### src/rtl/arb_pkg.sv
// Shared constants and state encoding for the 8-way round-robin arbiter.
// The hold-timeout constants apply only when RR_ARB_TIMEOUT_EN is defined.
package arb_pkg;

    localparam int N_REQ  = 8;
    localparam int IDX_W  = 3;
    localparam int HOLD_W = 4;

    // Longest a single grant may be held before a forced release (1..15).
    localparam logic [HOLD_W-1:0] MAX_HOLD = 4'd15;

    typedef enum logic {
        S_IDLE  = 1'b0,
        S_GRANT = 1'b1
    } state_t;

endpackage

### src/rtl/rr_pick.sv
// Rotating priority picker: returns the first asserted request found when
// searching from ptr upward, wrapping from 7 back to 0.
module rr_pick
    import arb_pkg::*;
(
    input  logic [N_REQ-1:0] req,
    input  logic [IDX_W-1:0] ptr,
    output logic [IDX_W-1:0] idx,
    output logic             found
);

    logic [IDX_W-1:0] cand;

    always_comb begin
        idx   = ptr;
        found = 1'b0;
        cand  = ptr;
        for (int i = 0; i < N_REQ; i++) begin
            cand = ptr + IDX_W'(i);
            if (!found && req[cand]) begin
                idx   = cand;
                found = 1'b1;
            end
        end
    end

endmodule

### src/rtl/rr_arbiter_8.sv
// Round-robin arbiter sharing one resource among 8 requesters.
// Define RR_ARB_TIMEOUT_EN to add the hold-limit forced release and timeout pulse.
module rr_arbiter_8
    import arb_pkg::*;
(
    input  logic       CP,
    input  logic       CR,
    input  logic       n_EN,
    input  logic [7:0] req,
    input  logic       done,
    output logic [7:0] grant,
    output logic [2:0] grant_idx,
    output logic       grant_vld,
    output logic       timeout
);

    // Handshake: grant/grant_vld is the valid side; the owner keeps req high
    // while it uses the resource and pulses done (or drops req) to hand it back.
    state_t           state;
    logic [IDX_W-1:0] ptr;
    logic [IDX_W-1:0] pick_ptr;
    logic [IDX_W-1:0] pick_idx;
    logic             found;
    logic             owner_rel;
    logic             force_rel;
    logic             release_now;
    logic             take_grant;

    assign owner_rel   = done || !req[grant_idx];
    assign release_now = (state == S_GRANT) && (owner_rel || force_rel);
    // While granted, the search for the next owner starts just past the current one.
    assign pick_ptr    = (state == S_GRANT) ? grant_idx + 3'd1 : ptr;
    assign take_grant  = !n_EN && found && ((state == S_IDLE) || release_now);

    rr_pick u_pick (
        .req   (req),
        .ptr   (pick_ptr),
        .idx   (pick_idx),
        .found (found)
    );

    always_ff @(posedge CP or negedge CR) begin
        if (!CR) begin
            state     <= S_IDLE;
            ptr       <= '0;
            grant     <= '0;
            grant_idx <= '0;
            grant_vld <= 1'b0;
        end else begin
            if (release_now)
                ptr <= grant_idx + 3'd1;
            if (take_grant) begin
                state     <= S_GRANT;
                grant_idx <= pick_idx;
                grant     <= 8'(1) << pick_idx;
                grant_vld <= 1'b1;
            end else if (release_now) begin
                state     <= S_IDLE;
                grant     <= '0;
                grant_vld <= 1'b0;
            end
        end
    end

`ifdef RR_ARB_TIMEOUT_EN
    logic [HOLD_W-1:0] hold_cnt;

    assign force_rel = (state == S_GRANT) && (hold_cnt + HOLD_W'(1) == MAX_HOLD);

    // A release by the owner on the limit cycle is a normal release, not a timeout.
    always_ff @(posedge CP or negedge CR) begin
        if (!CR) begin
            hold_cnt <= '0;
            timeout  <= 1'b0;
        end else begin
            timeout <= force_rel && !owner_rel;
            if (take_grant)
                hold_cnt <= '0;
            else if (state == S_GRANT)
                hold_cnt <= hold_cnt + HOLD_W'(1);
        end
    end
`else
    assign force_rel = 1'b0;
    assign timeout   = 1'b0;
`endif

endmodule

### config.mk
export PLATFORM = sky130hd
export DESIGN_NAME = rr_arbiter_8
export DESIGN_NICKNAME = d
export VERILOG_FILES = /design/src/rtl/arb_pkg.sv /design/src/rtl/rr_pick.sv /design/src/rtl/rr_arbiter_8.sv
export SDC_FILE = /design/constraint.sdc
export NUM_CORES = 1
export LEC_CHECK = 0
export BUFFER_PORTS_ARGS = -buffer_cell sky130_fd_sc_hd__buf_4
export CORE_ASPECT_RATIO = 1.5
export CORE_MARGIN = 8
export CORE_UTILIZATION = 40
export CTS_CLUSTER_SIZE = 28
export DETAILED_ROUTE_END_ITERATION = 8
export PLACE_DENSITY = 0.59
export SLEW_MARGIN = 10
export SYNTH_ARGS = -nofsm -noshare
export SYNTH_HDL_FRONTEND = slang
export SYNTH_SLANG_ARGS = --single-unit
### constraint.sdc
create_clock -name CP -period 3.9 [get_ports CP]
set_input_delay 0.78 -clock CP [delete_from_list [all_inputs] [get_ports CP]]
set_output_delay 0.78 -clock CP [all_outputs]
set_load 0.02 [all_outputs]
# --- Word level (Yosys, flattened, before mapping) ---
# Cells that the tools add are included.
word_totals:
  latchBits: 0
  out_inout_bits: 13
  ramBits: 0
  wordCells: 83
  romBits: 0
  memories: 0
  regBits: 15
classes:
  n_mul: 0
  reduce_logical: 22
  shift: 1
  div_mod_pow: 0
  order_cmp: 9
  n_eq_ne: 0
  mux: 38
  n_bitwise: 1
  addsub: 8
op_table:
  columns: ["cell", "count"]
  rows:
  - ["less-than comparator 3 x 4 -> 1 bit (second input constant)", 9]
  - ["binary-select mux 1 bit (select 3 bit)", 9]
  - ["two-way mux 3 bit", 8]
  - ["two-way mux 1 bit", 19]
  - ["two-way mux 8 bit", 2]
  - ["adder 3 bit (second input constant)", 4]
  - ["logical AND 1 bit", 10]
  - ["logical NOT 1 bit", 9]
  - ["<< shifter 1 x 3 -> 8 bit (first input constant)", 1]
  - ["adder 3 x 1 -> 3 bit (second input constant)", 2]
  - ["adder 3 x 2 -> 3 bit (second input constant)", 2]
  - ["logical OR 1 bit", 2]
  - ["nonzero test 2 bit", 1]
  - ["inverter 1 bit", 1]

# --- Logic depth before layout (Yosys ltp) ---
logic_depth:
  ltp_word: 29
  ltp_mapped: 17
  depth_no_buf: 12

# --- Hierarchy ---
# Synthesis repeated with hierarchy kept, for this count alone.
hier_totals:
  hier_cells: 165
  area_unflattened_um2: 1697.9
modules_own_cells:
  columns: ["module", "area_per_inst_um2", "cells_each", "instances"]
  rows:
  - ["rr_pick", 867.1, 97, 1]
  - ["rr_arbiter_8", 830.8, 68, 1]

# --- Least setup slack after synthesis ---
# OpenSTA, ideal clock, no wires.
synth_path:
  path_kind: "reg2reg"
  start: "reg grant_idx[0]"
  end: "reg grant[2]"
  stages_incl_launch_ff: 15
  setup_ns: 0.095
  slack_ns: -0.076
  t_arrival_ns: 3.881
  cell_sequence: "dfrtp_1 ha_1 mux2i_4 clkinv_1 buf_2 ha_1 buf_1 mux4_2 mux2i_2 nand4_2 nor4_4 a21o_1 buf_2 nand3_1 o31ai_1"
synth_between:
  elab_chain_cells: 29
  elab_cells_between_ends: 65
  cone_classes: "add/sub: 8; shift: 1; mux: 35; reduce/logical: 21"
synth_rtl:
  columns: ["element", "line_no", "source"]
  rows:
  - ["start, declared", "rr_arbiter_8.sv:12", "output logic [2:0] grant_idx,"]
  - ["start signal, assigned", "rr_arbiter_8.sv:54", "grant_idx <= pick_idx;"]
  - ["branches (longest 29 deep; another with adder 3 x 1 -> 3 bit)", null, null]
  - ["end signal, assigned", "rr_arbiter_8.sv:55", "grant <= 8'(1) << pick_idx;"]
  - ["end, declared", "rr_arbiter_8.sv:11", "output logic [7:0] grant,"]
# Several ways; the timed one is not identified. The select of a mux whose other input is x is not followed.
# A chain may end at the register's enable or synchronous reset.

# --- Worst setup path after layout ---
layout_path:
  start: "reg state"
  end: "reg grant_idx[2]"
layout_between:
  elab_chain_cells: 27
  elab_cells_between_ends: 58
  cone_classes: "add/sub: 7; mux: 32; bitwise: 1; reduce/logical: 18"
layout_rtl:
  columns: ["element", "line_no", "source"]
  rows:
  - ["start, declared", "rr_arbiter_8.sv:19", "state_t state;"]
  - ["start signal, assigned", "rr_arbiter_8.sv:44", "state <= S_IDLE;"]
  - ["start signal, assigned", "rr_arbiter_8.sv:53", "state <= S_GRANT;"]
  - ["start signal, assigned", "rr_arbiter_8.sv:58", "state <= S_IDLE;"]
  - ["branches (longest 27 deep; another with adder 3 x 1 -> 3 bit)", null, null]
# Several ways; the timed one is not identified. The select of a mux whose other input is x is not followed.

==> flow_summary.toml <==
[cells_and_area]
finalInstanceArea_mm2 = 0.002292
fin_nets = 254
layout-drive-gt1-share = 0.3640
antenna_diode_count = 0
layout-area-overhead-vs-synth_pct = 13.51
nFillCells = 488

[global_route]
grt.total_usage = 0.1536
grt_first_pass_wirelength_um = 9101
grt_antenna_before_repair = 0
grt_overflow_total = 0
number_of_global_route_vias_before_repair = 1750
largest_net_degree_at_the_start_of_global_routing = 23

[route]
initialDrtViolationCount = 101
detailedRoute.firstPassIterationCount = 4
routed-via-count = 1801
post_drt_wl_per_cell_um = 18.08
post-route-drc-count = 0
vias_per_cell = 5.905
aggregate_routed_wire_length_um = 5513
drt.antenna.violating_nets = 0

[flow_run]
drv_cap = 0

[floorplanning]
floorplan.core_area_mm2 = 0.004848
die-height_um = 103.0
floorplan.initialDensity = 0.4165
pin_count = 25
core.rowCount = 31
floorplan.die_area_mm2 = 0.007625
fp.dieW_um = 74.02

[sta]
worst_clock_skew_ns = 0.001125
worst-slew-pin-transition_ns = 0.6831
timing_max_transition_violations_final = 0
report.final.setup_viol = 0
timing_hold_violations_final = 0
timing.final.crit_share = 0.9249
fin_setup_tns_ns = 0
post-route-min-period_ns = 3.607
final_critical_path_setup_slack_ns = 0.2931
max_slew_margin = 0.5411
setup_repair_after_global_routing_missed_its_margin = "no"
f_max_mhz = 277.2

[yosys]
synth_cell_type_count = 69
synth_enable_flop_cells = 0
yosys_register_bits = 15
synth_seq_area_share = 0.1859
most_numerous_cell_types_in_the_synthesized_netlist = "sky130_fd_sc_hd__nand3_1 (19), sky130_fd_sc_hd__dfrtp_1 (15), sky130_fd_sc_hd__nor3_1 (15), sky130_fd_sc_hd__o21ai_0 (15), sky130_fd_sc_hd__nand2_1 (13)"
area_leader_netlist = "sky130_fd_sc_hd__dfrtp_1"
post_synthesis_async_set_or_reset_flop_share = 1.000
post_syn_nets = 227
ys.warnings.count = 0
netlist_instances = 213
post_synth.cell_area_avg_um2 = 9.481
synthTopCellsByArea = "sky130_fd_sc_hd__dfrtp_1 (19%), sky130_fd_sc_hd__mux4_2 (7.8%), sky130_fd_sc_hd__mux2i_1 (5.9%), sky130_fd_sc_hd__nand3_1 (4.7%), sky130_fd_sc_hd__a211oi_1 (3.7%)"
synth_most_common_cell = "sky130_fd_sc_hd__nand3_1"
summed_instance_area_of_the_synthesized_netlist_mm2 = 0.002019
dominantRegCellSynth = "sky130_fd_sc_hd__dfrtp_1"
post-synth-top-area-fraction = 0.1859

[min_path]
worst_hold_path_type = "in -> async"

[cts]
count_of_hold_fix_buffers_inserted_at_cts = 0
cts_htree_levels = 1
clockRootBuffer = "sky130_fd_sc_hd__clkbuf_8"
tritoncts = "done"
cts_inserted_buffers = 3
numClockSinks = 15
cts_buffer_depth = 2
clkLatencyLatePin_ns = 0.25
path_clk_slew_ns = 0.06

[critical_path]
timing.critical_path.to_type = "flip-flop"
register_to_register_setup_slack_ns = 0.29
worst_ep_arrival_time_ns = 3.79
cp.required_ns = 4.08
setup_cp_type = "reg -> reg"
worstPathMaxFanout = 13
start_kind = "flip-flop"

[placement]
dp_slack_ns = 0.2665
placedInstanceArea_mm2 = 0.002243
place.detailed.hpwl_um = 4522
port-buffer-count = 23
gpl.final_weighted_congestion = 0.9335

[outcome]
outcome = "finished, final reports clean"
[logic make-up after synthesis]
family,Yosys count,synth area share
buffers and inverters,18,0.07186
AOI/OAI and AO/OA,72,0.2788
and+or+nand+nor,76,0.2324
adders and majority gates,2,0.01239
DFF,15,0.1859
muxes,26,0.1908
xor gates and xnor gates,3,0.02603
other,1,0.001857
[per-layer routing]
layer	global-route usage	routed length (µm)
met2	0.2826	2966
met4	0.05410	95
met3	0.007790	229
met1	0.1796	2221
met5	0	0
[final timing paths]
kind | startpoint | depth (start not counted) | endpoint
worst max-delay path | state | 11 | grant_idx[2]
max in group asynchronous | CR | 1 | grant[5]
worst min register to register | grant[2] | 2 | grant[2]
worst max register to register | state | 11 | grant_idx[2]
worst min-delay path | CR | 1 | grant_idx[1]
min in group CP | grant[2] | 2 | grant[2]
[layout by cell type, fill, tap and decap left out, types with 2 or more instances in the layout]
cell type                  netlist  final
sky130_fd_sc_hd__buf_4           2     34
sky130_fd_sc_hd__nand3_1        19     19
sky130_fd_sc_hd__o21ai_0        15     15
sky130_fd_sc_hd__nor3_1         15     15
sky130_fd_sc_hd__dfrtp_1        15     15
sky130_fd_sc_hd__nand2_1        13     13
sky130_fd_sc_hd__mux2i_1        12     11
sky130_fd_sc_hd__a211oi_1       10     10
sky130_fd_sc_hd__o31ai_1         9      9
sky130_fd_sc_hd__a21oi_1         8      8
sky130_fd_sc_hd__mux4_2          7      7
sky130_fd_sc_hd__nor2_1          6      6
sky130_fd_sc_hd__and2_2          5      5
sky130_fd_sc_hd__a21boi_0        4      4
sky130_fd_sc_hd__inv_1           4      4
sky130_fd_sc_hd__mux2_2          3      3
sky130_fd_sc_hd__a21o_1          3      3
sky130_fd_sc_hd__clkbuf_8        2      3
sky130_fd_sc_hd__mux2i_4         2      2
sky130_fd_sc_hd__nor3_2          2      2
sky130_fd_sc_hd__mux2i_2         1      2
sky130_fd_sc_hd__o22ai_1         2      2
sky130_fd_sc_hd__a21boi_2        2      2
sky130_fd_sc_hd__o21bai_1        2      2
sky130_fd_sc_hd__ha_1            2      2
[registers in the layout, summed over array words and instances, names as in the netlist]
signal and count:
grant 8, grant_idx 3, ptr 3, state 1
[area by class of cell]
type / instances / area (µm²) / share of cell area
Timing Repair Buffer: 34 / 255.2 / 0.1114
Inverter: 6 / 31.28 / 0.01365
Sequential cell: 15 / 375.4 / 0.1638
Multi-Input combinational cell: 180 / 1503 / 0.6556
Tap cell: 66 / 82.58 / 0.03603
Clock buffer: 4 / 45.04 / 0.01965
[metrics by stage]
| stage | cells | hold slack, ns | util |
|---|---|---|---|
| floorplan | 213 | 0.4624 | - |
| global placement | 301 | 0.4891 | 0.4627 |
| detailed placement | 301 | 0.4931 | 0.4627 |
| CTS | 305 | 0.3780 | 0.4720 |
| global route | 305 | 0.3870 | 0.4728 |
| finish | 305 | 0.3705 | 0.4728 |
[timing repair]
item	CTS	global route
setup buffers	0	0
setup endpoints to repair	0	10
resized for setup	0	1
[critical path, stage by stage (launching register included)]
cell                        delay (ns)
sky130_fd_sc_hd__dfrtp_1          0.45
sky130_fd_sc_hd__or2_1            0.40
sky130_fd_sc_hd__nand2_8          0.15
sky130_fd_sc_hd__inv_8            0.07
sky130_fd_sc_hd__ha_1             0.28
sky130_fd_sc_hd__xnor2_4          0.31
sky130_fd_sc_hd__mux2i_1          0.54
sky130_fd_sc_hd__a211oi_1         0.14
sky130_fd_sc_hd__or4b_4           0.57
sky130_fd_sc_hd__a2bb2oi_2        0.16
sky130_fd_sc_hd__a22oi_4          0.27
sky130_fd_sc_hd__a21boi_2         0.19
Power is not shown: default switching activity piles up to over one toggle a cycle in this logic, so the estimate is an artifact.
